===== src/rtl/pulse_separator.sv =====
// Turns a level-high request into one-cycle output pulses separated by at least one low cycle.
// Requests that arrive faster than they can be emitted are held in a saturating pending counter.
module pulse_separator #(
   parameter int PULSE_COUNTER_WIDTH = 4
) (
   input  logic clock,
   input  logic resetn,
   input  logic pulse_in,
   output logic pulse_out,
   output logic busy
);

   localparam int W = PULSE_COUNTER_WIDTH;
   localparam logic [W-1:0] MAX        = '1;
   localparam logic [W-1:0] BUSY_LEVEL = MAX - 1'b1;

   logic [W-1:0] count;

   function automatic logic [W-1:0] sat_inc(input logic [W-1:0] c, input logic inc);
      return (inc && (c != MAX)) ? c + 1'b1 : c;
   endfunction

   // While a pulse is on the output, a new request can only be banked; otherwise an
   // idle request bypasses the counter and is emitted directly.
   always_ff @(posedge clock or negedge resetn) begin
      if (!resetn) begin
         pulse_out <= 1'b0;
         count     <= '0;
      end else if (pulse_out) begin
         pulse_out <= 1'b0;
         count     <= sat_inc(count, pulse_in);
      end else if ((count != '0) || pulse_in) begin
         pulse_out <= 1'b1;
         if (!pulse_in) begin
            count <= count - 1'b1;
         end
      end
   end

   // Raised one step early so the request sampled on the rising edge still fits.
   assign busy = (count >= BUSY_LEVEL);

endmodule


===== config.mk =====
export PLATFORM = sky130hd
export DESIGN_NAME = pulse_separator
export DESIGN_NICKNAME = d
export VERILOG_FILES = /design/src/rtl/pulse_separator.sv
export SDC_FILE = /design/constraint.sdc
export NUM_CORES = 1
export LEC_CHECK = 0
export ABC_CLOCK_PERIOD_IN_PS = 2000
export BUFFER_PORTS_ARGS = -buffer_cell sky130_fd_sc_hd__buf_2
export CAP_MARGIN = 20
export CELL_PAD_IN_SITES_DETAIL_PLACEMENT = 1
export CELL_PAD_IN_SITES_GLOBAL_PLACEMENT = 2
export CORE_AREA = 2 2 39 41
export DETAILED_ROUTE_END_ITERATION = 10
export DIE_AREA = 0 0 41 43
export GPL_ROUTABILITY_DRIVEN = 0
export GPL_TIMING_DRIVEN = 0
export PLACE_DENSITY = 0.64
export SETUP_SLACK_MARGIN = 0.2
export SLEW_MARGIN = 25
export SYNTH_ARGS = -nofsm -noshare
export SYNTH_HDL_FRONTEND = slang
export SYNTH_SLANG_ARGS = --single-unit

===== constraint.sdc =====
create_clock -name clock -period 2 [get_ports clock]
set_input_delay 0.1 -clock clock [delete_from_list [all_inputs] [get_ports clock]]
set_output_delay 0.1 -clock clock [all_outputs]
set_load 0.005 [all_outputs]

Word-level counts from Yosys, hierarchy flattened
Cells that the tools add are included.
{"block": "op_classes", "add_sub_neg": 2, "magnitude_cmp": 1, "eq_ne": 3, "muxes": 6, "n_reduce_logical": 5}
{"cell": "$mux 4", "n": 4}
{"cell": "$add 4x1->4 const B", "n": 1}
{"cell": "$ge 4x4->1 const B", "n": 1}
{"cell": "$ne 2x1->1 const B", "n": 2}
{"cell": "$ne 4x4->1 const B", "n": 1}
{"cell": "$reduce_bool 4->1", "n": 1}
{"cell": "$sub 4x1->4 const B", "n": 1}
{"cell": "$reduce_and 3->1", "n": 1}
{"cell": "$mux 1", "n": 2}
{"cell": "$reduce_bool 2->1", "n": 1}
{"cell": "$logic_and 1x1->1", "n": 1}
{"cell": "$logic_or 1x1->1", "n": 1}
{"block": "totals", "register_bits": 5, "input_bits": 3, "output_inout_bits": 2, "elab_cells": 19}

Logic depth before layout (Yosys ltp)
Gate-level depths: netlist of run 1.
{"block": "logic_depth", "word_depth": 4, "ltp_mapped": 6, "mapped_depth_nobuf": 6}

Least setup slack after synthesis of run 1
OpenSTA, ideal clock, no wires.
{"block": "synth_path", "path_type": "reg2reg", "start": "register pulse_out", "end": "register count[3]", "setup_ns": 0.079, "arrival_ns": 1.492, "required_ns": 1.921, "path_slack_ns": 0.429, "stages_incl_launch_ff": 7, "n_path_buf": 0, "synth_period_minus_slack_ns": 1.571, "cell_sequence": "dfrtp_1 inv_1 ha_1 a21o_2 a21oi_1 mux2i_1 xor2_1"}
{"block": "synth_via", "elab_chain_len": 2}
{"element": "start, declared", "line_no": "9", "rtl": "output logic pulse_out,"}
{"element": "start signal, assigned", "line_no": "27", "rtl": "pulse_out <= 1'b0;"}
{"element": "start signal, assigned", "line_no": "30", "rtl": "pulse_out <= 1'b0;"}
{"element": "start signal, assigned", "line_no": "33", "rtl": "pulse_out <= 1'b1;"}
{"element": "$ne 2x1->1 (no source line) / $reduce_bool 2->1 (equally long branches)"}
{"element": "$reduce_and 3->1 (no source line)"}
{"element": "end signal, assigned", "line_no": "31", "rtl": "count <= sat_inc(count, pulse_in);"}
{"element": "end signal, assigned", "line_no": "35", "rtl": "count <= count - 1'b1;"}
{"element": "end, declared", "line_no": "17", "rtl": "logic [W-1:0] count;"}
Parallel ways exist; a longest one is shown, timed or not.
A chain may end at the register's enable or synchronous reset.

Worst setup path in the final report of run 1
Same ends and word-level chain as after synthesis.

==> out/results.ini, run 1 <==
[grt]
grt_pass1_vias=268
grt.total_usage_pct=10.3
grt_pass1_wl_mm=1.06
antenna_found_initial=0
grt_max_degree=7
gr-total-overflow=0

[power]
pwr_density_cell_mw_per_mm2=1910
combPwrFrac_pct=54.2
vdd_drop_max_v=0.000292
clkPwrFrac_pct=14.9
power_uw=781
swShare_pct=38.3
switching_power_uw=299
power_frac_seq_pct=30.9
leakage_nw=0.203
internal-power_uw=482

[drt]
drtIter0Drc=0
drtPass1Iterations=1
drcViolationCount=0
postRouteWirelength_um=672
antenna_left=0
routedWlPerCell_um=12.7
via_count=242
viasPerCell=4.57

[floorplan]
die_area_mm2=0.00176
num_rows=14
coreArea_mm2=0.00138
die_h_um=43
start_util_pct=22.9
die_x_um=41
io_pins=5

[logic_synthesis]
synthTopCellsByArea=dfrtp_1 40%, mux2_4 9.5%, xor2_1 8.3%
yosys_warnings=0
synth.avg_cell_area_um2=12.2
synth_nets=32
syn_area_um2=317
synth_top_cell_area_share_pct=39.5
synth_top_cell_by_area=dfrtp_1
ys_ff_latch=5
synth.yosys.seq_area_share_pct=39.5
ys_types=15
synthCells=26

[setup_path]
critPathRequiredTime_ns=2.17
rr_startpoint=pulse_out
worstSetupStartpointType=flip-flop
cp-startpoint=pulse_out
arrival_ns=1.83
worst-setup-path-type=flip-flop to flip-flop
reg2reg_slack_ns=0.34
cp-end-kind=flip-flop
path_max_fanout=4

[timing]
worst_slew_pin_slew_ns=0.222
report.final.hold_viol_count=0
setup_viol=0
rsz0062_at_grt=false
period_needed_ns=1.66
setup_slack_ns=0.338
max_slew_margin_pct=85.2
finalClockSkew_ns=0.00129
fin_crit_sh_pct=83.1
drv_slew=0
max_freq_ghz=0.602
tns_ns=0

[cts]
clk_latency_ns=0.24
cts_made_buffers=3
clk_pin_slew_ns=0.04
cts_num_sinks=5
cts.path.max_buffers=2
htreeDepth=1
cts_resized=0
cts_tree=yes
cts_root_buf=clkbuf_4

[finish]
layout_commonest_cell=dfrtp_1
antenna_cells=0
design_area_um2=408
fin_nets=44
nFillCells=163
drive_above_1_share_pct=40.5
final_cell_mix=5 x dfrtp_1, 4 x buf_2, 3 x nor2_1, 3 x xor2_1, 3 x clkbuf_4
final_util_pct=29.5
syn_to_final_growth_pct=28.9

[placement]
io_buffers=4
dp_hpwl_um=505
post-place-ws_ns=0.294
detailed_place.area_um2=357

[min_path]
worstHoldStart=pulse_in
hold_path_class=primary input to flip-flop

[outcome]
status=finished clean

[job]
drv_cap=0

## power groups by stage
stage	logic, mW	clock network, mW	registers [mW]
6_report	0.424	0.116	0.241
5_1_grt	0.482	0.128	0.249
4_1_cts	0.401	0.119	0.243
3_5_place_dp	0.396	0	0.246
3_3_place_gp	0.367	0	0.238
2_1_floorplan	0.321	0	0.220
## registers in the layout, indices dropped and copies added (netlist names)
register and cells:
pulse_out 1, count 4
## critical path: stages (launching register included)
cell     delay (ns)
dfrtp_1        0.38
inv_1          0.11
ha_1           0.30
a21o_2         0.21
a21oi_1        0.19
mux2i_1        0.24
xor2_1         0.15
## metrics by stage
stage	hold slack [ns]	cells
finish	0.146	53
global route	0.170	53
CTS	0.146	51
detailed placement	-0.0824	46
global placement	-0.0847	46
floorplan	-0.196	26
## synth_stat cells
master / instances
nand4_1: 1
fa_1: 1
dfrtp_1: 5
mux2_4: 2
nand3_1: 1
inv_1: 1
ha_1: 2
a21o_2: 1
nor2_1: 3
and3_1: 1
xor2_1: 3
mux2i_1: 1
a21oi_1: 1
nand2_4: 2
or4_4: 1
## cell type report
cell class                      instances  area [um2]  area share, %
Multi-Input combinational cell         20         188           46.0
Sequential cell                         5         125           30.7
Timing Repair Buffer                    7        45.0           11.0
Clock buffer                            4        26.3           6.44
Tap cell                               16        20.0           4.91
Inverter                                1        3.75          0.920
## layer usage
metal	wire, um	global-route usage [%]
met1	224	7.35
met2	378	16.6
met3	25	3.14
met4	44	14.0
met5	0	0
## cell families (layout without fill, tap and decap cells)
kind of cell,after synthesis,after routing,synth area share [%]
muxes,3,3,12.6
AOI/OAI and AO/OA,2,2,4.35
buffers and inverters,1,12,1.18
adders and majority gates,3,3,14.2
and+or+nand+nor,9,9,19.8
DFF,5,5,39.5
xor gates and xnor gates,3,3,8.30
## timing repair
item	4_1_cts	5_1_grt
setup buffers	0	2
endpoints found under the setup margin	0	1
endpoints found under the hold margin	5	0
hold buffers	1	0
## path summary, 6_finish.rpt
check                      cells past startpoint        end
min reg2reg                                    1   count[3]
max in group asynchronous                      2   count[1]
min                                            3  pulse_out
max                                            6   count[3]
max reg2reg                                    6   count[3]
min in group asynchronous                      2  pulse_out
No activity file was read; power rests on OpenSTA's default activity.
==> run 2, diff against run 1 <==
--- a/config.mk
+++ b/config.mk
@@ -5,7 +5,7 @@
 export SDC_FILE = /design/constraint.sdc
 export NUM_CORES = 1
 export LEC_CHECK = 0
-export ABC_CLOCK_PERIOD_IN_PS = 2000
+export ABC_CLOCK_PERIOD_IN_PS = 1500
 export BUFFER_PORTS_ARGS = -buffer_cell sky130_fd_sc_hd__buf_2
 export CAP_MARGIN = 20
 export CELL_PAD_IN_SITES_DETAIL_PLACEMENT = 1
@@ -15,7 +15,7 @@
 export DIE_AREA = 0 0 41 43
 export GPL_ROUTABILITY_DRIVEN = 0
 export GPL_TIMING_DRIVEN = 0
-export PLACE_DENSITY = 0.64
+export PLACE_DENSITY = 0.66
 export SETUP_SLACK_MARGIN = 0.2
 export SLEW_MARGIN = 25
 export SYNTH_ARGS = -nofsm -noshare
==> constraint.sdc (replaced) <==
create_clock -name clock -period 1.5 [get_ports clock]
set_input_delay 0.075 -clock clock [delete_from_list [all_inputs] [get_ports clock]]
set_output_delay 0.075 -clock clock [all_outputs]
set_load 0.005 [all_outputs]
==> out/results.ini, run 2 (same netlist as run 1, synthesis figures left out) <==
[setup_path]
worst-setup-path-type=flip-flop to flip-flop
arrival_ns=1.65
critPathRequiredTime_ns=1.63
cp-end-kind=flip-flop
worstSetupStartpointType=flip-flop
rr_startpoint=count[0]
r2r_end=count[2]
reg2reg_slack_ns=-0.02
path_max_fanout=3
worstRegToRegCells=4

[outcome]
violations=negative setup slack
status=complete, but fails checks

[floorplan]
die_area_mm2=0.00176
coreArea_mm2=0.00138
die_h_um=43
start_util_pct=22.9
io_pins=5
die_x_um=41
num_rows=14

[cts]
cts_num_sinks=5
cts.path.max_buffers=2
htreeDepth=1
clk_latency_ns=0.25
cts_root_buf=clkbuf_4
cts_tree=yes
cts_made_buffers=3
clk_pin_slew_ns=0.04

[drt]
viasPerCell=4.65
drtPass1Iterations=2
postRouteWirelength_um=840
drcViolationCount=0
drtIter0Drc=1
antenna_left=0
via_count=279
routedWlPerCell_um=14.0

[finish]
design_area_um2=488
regMostFlops=count
reg_top3=count: 4 flops, pulse_out: 1 flops
fin_nets=51
layout_commonest_cell=buf_4
final_cell_mix=9 x buf_4, 4 x buf_2, 3 x xor2_1, 3 x clkbuf_4, 3 x dfrtp_2
drive_above_1_share_pct=65.9
largest_reg_flops=4
syn_to_final_growth_pct=54.2
antenna_cells=0
stdcell_count=60

[placement]
dp_hpwl_um=539
io_buffers=4
detailed_place.area_um2=360
post-place-cells=46

[power]
leakage_nw=0.232
power_mw=1.25
clkPwrFrac_pct=12.7
vdd_drop_max_v=0.000470
switching_power_uw=476
combPwrFrac_pct=63.6
internal-power_uw=777
pwr_density_cell_mw_per_mm2=2570
power_frac_seq_pct=23.7
swShare_pct=38.0

[grt]
grt_max_degree=6
antenna_found_initial=0
gr-total-overflow=0
grt.total_usage_pct=11.9
grt_pass1_wl_mm=1.28
grt_pass1_vias=325

[timing]
rsz0062_at_grt=true
finalClockSkew_ns=0.00177
max_freq_ghz=0.657
period_needed_ns=1.52
setup_slack_ns=-0.0221
max_slew_margin_pct=86.4
fin_crit_sh_pct=101
drv_slew=0
worst_slew_pin_slew_ns=0.204
setup_viol=2
report.final.hold_viol_count=0

[min_path]
hold_path_depth=3
min_to=pulse_out
worstHoldStart=pulse_in
hold_path_class=primary input to flip-flop

[job]
drv_cap=0

[run 2: changes by cell type in the layout (fill, tap and decap cells not counted)]
| cell | previous run | this run |
|---|---|---|
| a21oi_1 | 1 | 0 |
| nor2_1 | 3 | 2 |
| inv_1 | 1 | 0 |
| buf_4 | 2 | 9 |
| ha_1 | 2 | 1 |
| ha_4 | 0 | 1 |
| dfrtp_2 | 0 | 3 |
| inv_2 | 0 | 1 |
| nor2_4 | 0 | 1 |
| a21oi_2 | 0 | 1 |
| dfrtp_1 | 5 | 2 |
[run 2: cell type report]
cell class	count	area, um2
fillers	159	896
multi-input cells	20	211
flip-flops and latches	5	129
repair buffers	14	97.6
clock buffers	4	26.3
well taps	16	20.0
inverters	1	3.75
[run 2: power groups by stage]
stage | sequential, mW | clock, mW | combinational (mW)
detailed placement | 0.335 | 0 | 0.564
global placement | 0.321 | 0 | 0.513
floorplan | 0.296 | 0 | 0.453
global route | 0.308 | 0.173 | 0.900
CTS | 0.288 | 0.164 | 0.796
finish | 0.297 | 0.159 | 0.797
[run 2: worst max-delay path, cell delays in order (launching register included)]
cell and delay [ns]:
dfrtp_2 0.40, or4_4 0.56, nand2_4 0.09, nand2_4 0.06
mux2_4 0.29
[run 2: repair_timing]
| item | 4_1_cts | 5_1_grt |
|---|---|---|
| resized for setup | 4 | 2 |
| pin swaps | 5 | 3 |
| hold buffers | 1 | 0 |
| endpoints found under the setup margin | 5 | 5 |
| buffers inserted | 8 | 1 |
| hold endpoints to repair | 5 | 0 |
[run 2: how the worst max path moves through the flow]
stage | startpoint | end | slack (ns) | cells after the start
after floorplan | count[0] | count[1] | -0.002 | 4
after CTS | count[0] | count[2] | -0.03 | 4
final | count[0] | count[2] | -0.02 | 4
after global placement | pulse_out | count[3] | -0.06 | 6
after detailed placement | pulse_out | count[3] | -0.1 | 6
after global routing | pulse_out | count[3] | -0.08 | 6
[run 2: stage by stage]
stage / setup TNS (ns) / util, % / setup WS, ns / hold slack, ns
after floorplan: -0.00419 / - / -0.00209 / -0.221
after global placement: -0.159 / 26.0 / -0.0563 / -0.110
after detailed placement: -0.260 / 26.0 / -0.0983 / -0.107
after CTS: -0.0642 / 34.2 / -0.0256 / 0.110
after global routing: -0.181 / 35.3 / -0.0815 / 0.153
final: -0.0428 / 35.3 / -0.0221 / 0.133
[run 2: metal layers]
layer / wire, um / GRT usage, % / up-vias
met4: 38 / 14.0 / 0
met2: 505 / 21.3 / 9
met1: 267 / 7.30 / 137
met5: 0 / 0 / -
li1: - / - / 127
met3: 29 / 3.66 / 6
==> run 3, diff against run 2 <==
--- a/config.mk
+++ b/config.mk
@@ -5,17 +5,18 @@
 export SDC_FILE = /design/constraint.sdc
 export NUM_CORES = 1
 export LEC_CHECK = 0
+export ABC_AREA = 1
 export ABC_CLOCK_PERIOD_IN_PS = 1500
 export BUFFER_PORTS_ARGS = -buffer_cell sky130_fd_sc_hd__buf_2
 export CAP_MARGIN = 20
 export CELL_PAD_IN_SITES_DETAIL_PLACEMENT = 1
 export CELL_PAD_IN_SITES_GLOBAL_PLACEMENT = 2
-export CORE_AREA = 2 2 39 41
+export CORE_MARGIN = 2
+export CORE_UTILIZATION = 25
 export DETAILED_ROUTE_END_ITERATION = 10
-export DIE_AREA = 0 0 41 43
 export GPL_ROUTABILITY_DRIVEN = 0
 export GPL_TIMING_DRIVEN = 0
-export PLACE_DENSITY = 0.66
+export PLACE_DENSITY = 0.76
 export SETUP_SLACK_MARGIN = 0.2
 export SLEW_MARGIN = 25
 export SYNTH_ARGS = -nofsm -noshare
==> out/results.ini, run 3 <==
[finish]
final_cell_mix=17 x nand2_1, 6 x nand3_1, 5 x dfrtp_1
drive_above_1_share_pct=31.0
syn_to_final_growth_pct=33.5
reg_top3=count: 4 flops, pulse_out: 1 flops
design_area_um2=464
antenna_cells=0
largest_reg_flops=4
regMostFlops=count
final_util_pct=35.7
nFillCells=178
layout_commonest_cell=nand2_1
fin_nets=65

[cts]
cts_num_sinks=5
cts_tree=yes
clk_latency_ns=0.24
clk_pin_slew_ns=0.05
cts_made_buffers=3
htreeDepth=1
cts.path.max_buffers=2
cts_root_buf=clkbuf_4

[logic_synthesis]
yosysMostFrequentCell=nand2_1
ys_types=13
synthTopCellsByArea=dfrtp_1 36%, nand2_1 18%, nand3_1 8.6%
synth.yosys.seq_area_share_pct=36.0
synth_top_cell_area_share_pct=36.0
synth_top_cell_by_area=dfrtp_1
synthCells=46
synth_nets=52
ys_ff_latch=5
ys.flop_type=dfrtp_1
synth_common_cells=17 x nand2_1, 6 x nand3_1, 5 x dfrtp_1, 5 x inv_1, 3 x nor2_1
yosys_warnings=0
syn_area_um2=348
synth.avg_cell_area_um2=7.56
synth-async-reset-ratio_pct=100
synth_edf_count=0

[floorplan]
die_area_mm2=0.00171
die_x_um=41.3
coreArea_mm2=0.00130
num_rows=13
io_pins=5
die_h_um=41.3
start_util_pct=26.7

[drt]
routedWlPerCell_um=12.0
postRouteWirelength_um=873
drtIter0Drc=1
viasPerCell=4.48
drtPass1Iterations=2
via_count=327
drcViolationCount=0
antenna_left=0

[setup_path]
crit_top_cell=nand2_1
worst-setup-path-type=flip-flop to flip-flop
crit_slowest_cell=dfrtp_1
arrival_ns=1.42
path_max_fanout=4
cp-end-kind=flip-flop
cp_cell_sequence=inv_2, ha_4, a21oi_2, nand2_1, nand2_1, nand2_1, nand3_1, nand2_1
crit_buf_inv=1
cp_top_family=flip-flops
worstSetupStartpointType=flip-flop
critPathRequiredTime_ns=1.63
max_stage_delay_ns=0.39

[timing]
max_slew_margin_pct=84.0
worst_slew_pin_slew_ns=0.239
finalClockSkew_ns=0.00669
rsz0062_at_grt=true
fin_crit_sh_pct=85.7
tns_ns=0
setup_viol=0
setup_slack_ns=0.215
max_freq_ghz=0.778
period_needed_ns=1.28
report.final.hold_viol_count=0
drv_slew=0

[grt]
grt_pass1_wl_mm=1.46
gr-total-overflow=0
antenna_found_initial=0
grt_pass1_vias=339
grt_max_degree=7
grt.total_usage_pct=14.1

[placement]
dp_hpwl_um=650
detailed_place.area_um2=390
post-place-ws_ns=0.0879
io_buffers=4

[power]
pwr_density_cell_mw_per_mm2=2600
vdd_drop_max_v=0.000739
power_mw=1.21
leakage_nw=0.246

[job]
drv_cap=0

[min_path]
hold_path_class=primary input to asynchronous set/reset pin

[outcome]
status=finished clean

[run 3: logic make-up (layout without fill, tap and decap cells)]
group / count (synthesis) / after routing / synth area share, %
and+or+nand+nor: 30 / 30 / 39.2
DFF: 5 / 5 / 36.0
buffers and inverters: 5 / 17 / 5.40
adders and majority gates: 3 / 3 / 12.9
AOI/OAI and AO/OA: 2 / 2 / 3.96
xor gates and xnor gates: 1 / 1 / 2.52
[run 3: routing by layer]
| metal | global-route usage [%] | part of all wire, % | vias up |
|---|---|---|---|
| li1 | - | - | 167 |
| met1 | 15.0 | 46 | 157 |
| met2 | 23.4 | 51 | 3 |
| met3 | 7.98 | 3.0 | 0 |
| met4 | 4.84 | 0 | 0 |
| met5 | 0 | 0 | - |
[run 3: worst paths after layout]
check | slack (ns) | to | cells after the start | from
max in group asynchronous | 1.17 | count[1] | 2 | resetn
hold reg to reg | 0.57 | count[1] | 2 | count[1]
setup / recovery | 0.22 | count[3] | 8 | pulse_out
min in group clock | 0.24 | pulse_out | 5 | pulse_in
setup reg to reg | 0.22 | count[3] | 8 | pulse_out
hold / removal | 0.18 | pulse_out | 2 | resetn
[run 3: what timing repair did]
action | 4_1_cts | 5_1_grt
hold buffers | 1 | 0
hold endpoints to repair | 5 | 0
pin swaps | 1 | 3
endpoints found under the setup margin | 2 | 2
buffers inserted | 2 | 1
resized for setup | 1 | 1
[run 3: area by class of cell]
cell class	count	area (um2)	area share [%]
clock buffer	4	26.3	5.66
inverter	5	18.8	4.04
multi-input combinational	36	223	48.0
sequential	5	125	27.0
tap	15	18.8	4.04
timing repair buffer	8	52.6	11.3
[run 3: stage by stage]
step / hold slack [ns] / std cells
2_1_floorplan: -0.221 / 46
3_3_place_gp: -0.104 / 65
3_5_place_dp: -0.0983 / 65
4_1_cts: 0.170 / 72
5_1_grt: 0.199 / 73
6_report: 0.179 / 73
[run 3: where the power goes]
group | leakage (nW) | internal, mW | switching (mW)
registers | 0.0603 | 0.210 | 0.0996
logic | 0.171 | 0.341 | 0.399
clock network | 0.0150 | 0.101 | 0.0572
total | 0.246 | 0.652 | 0.555
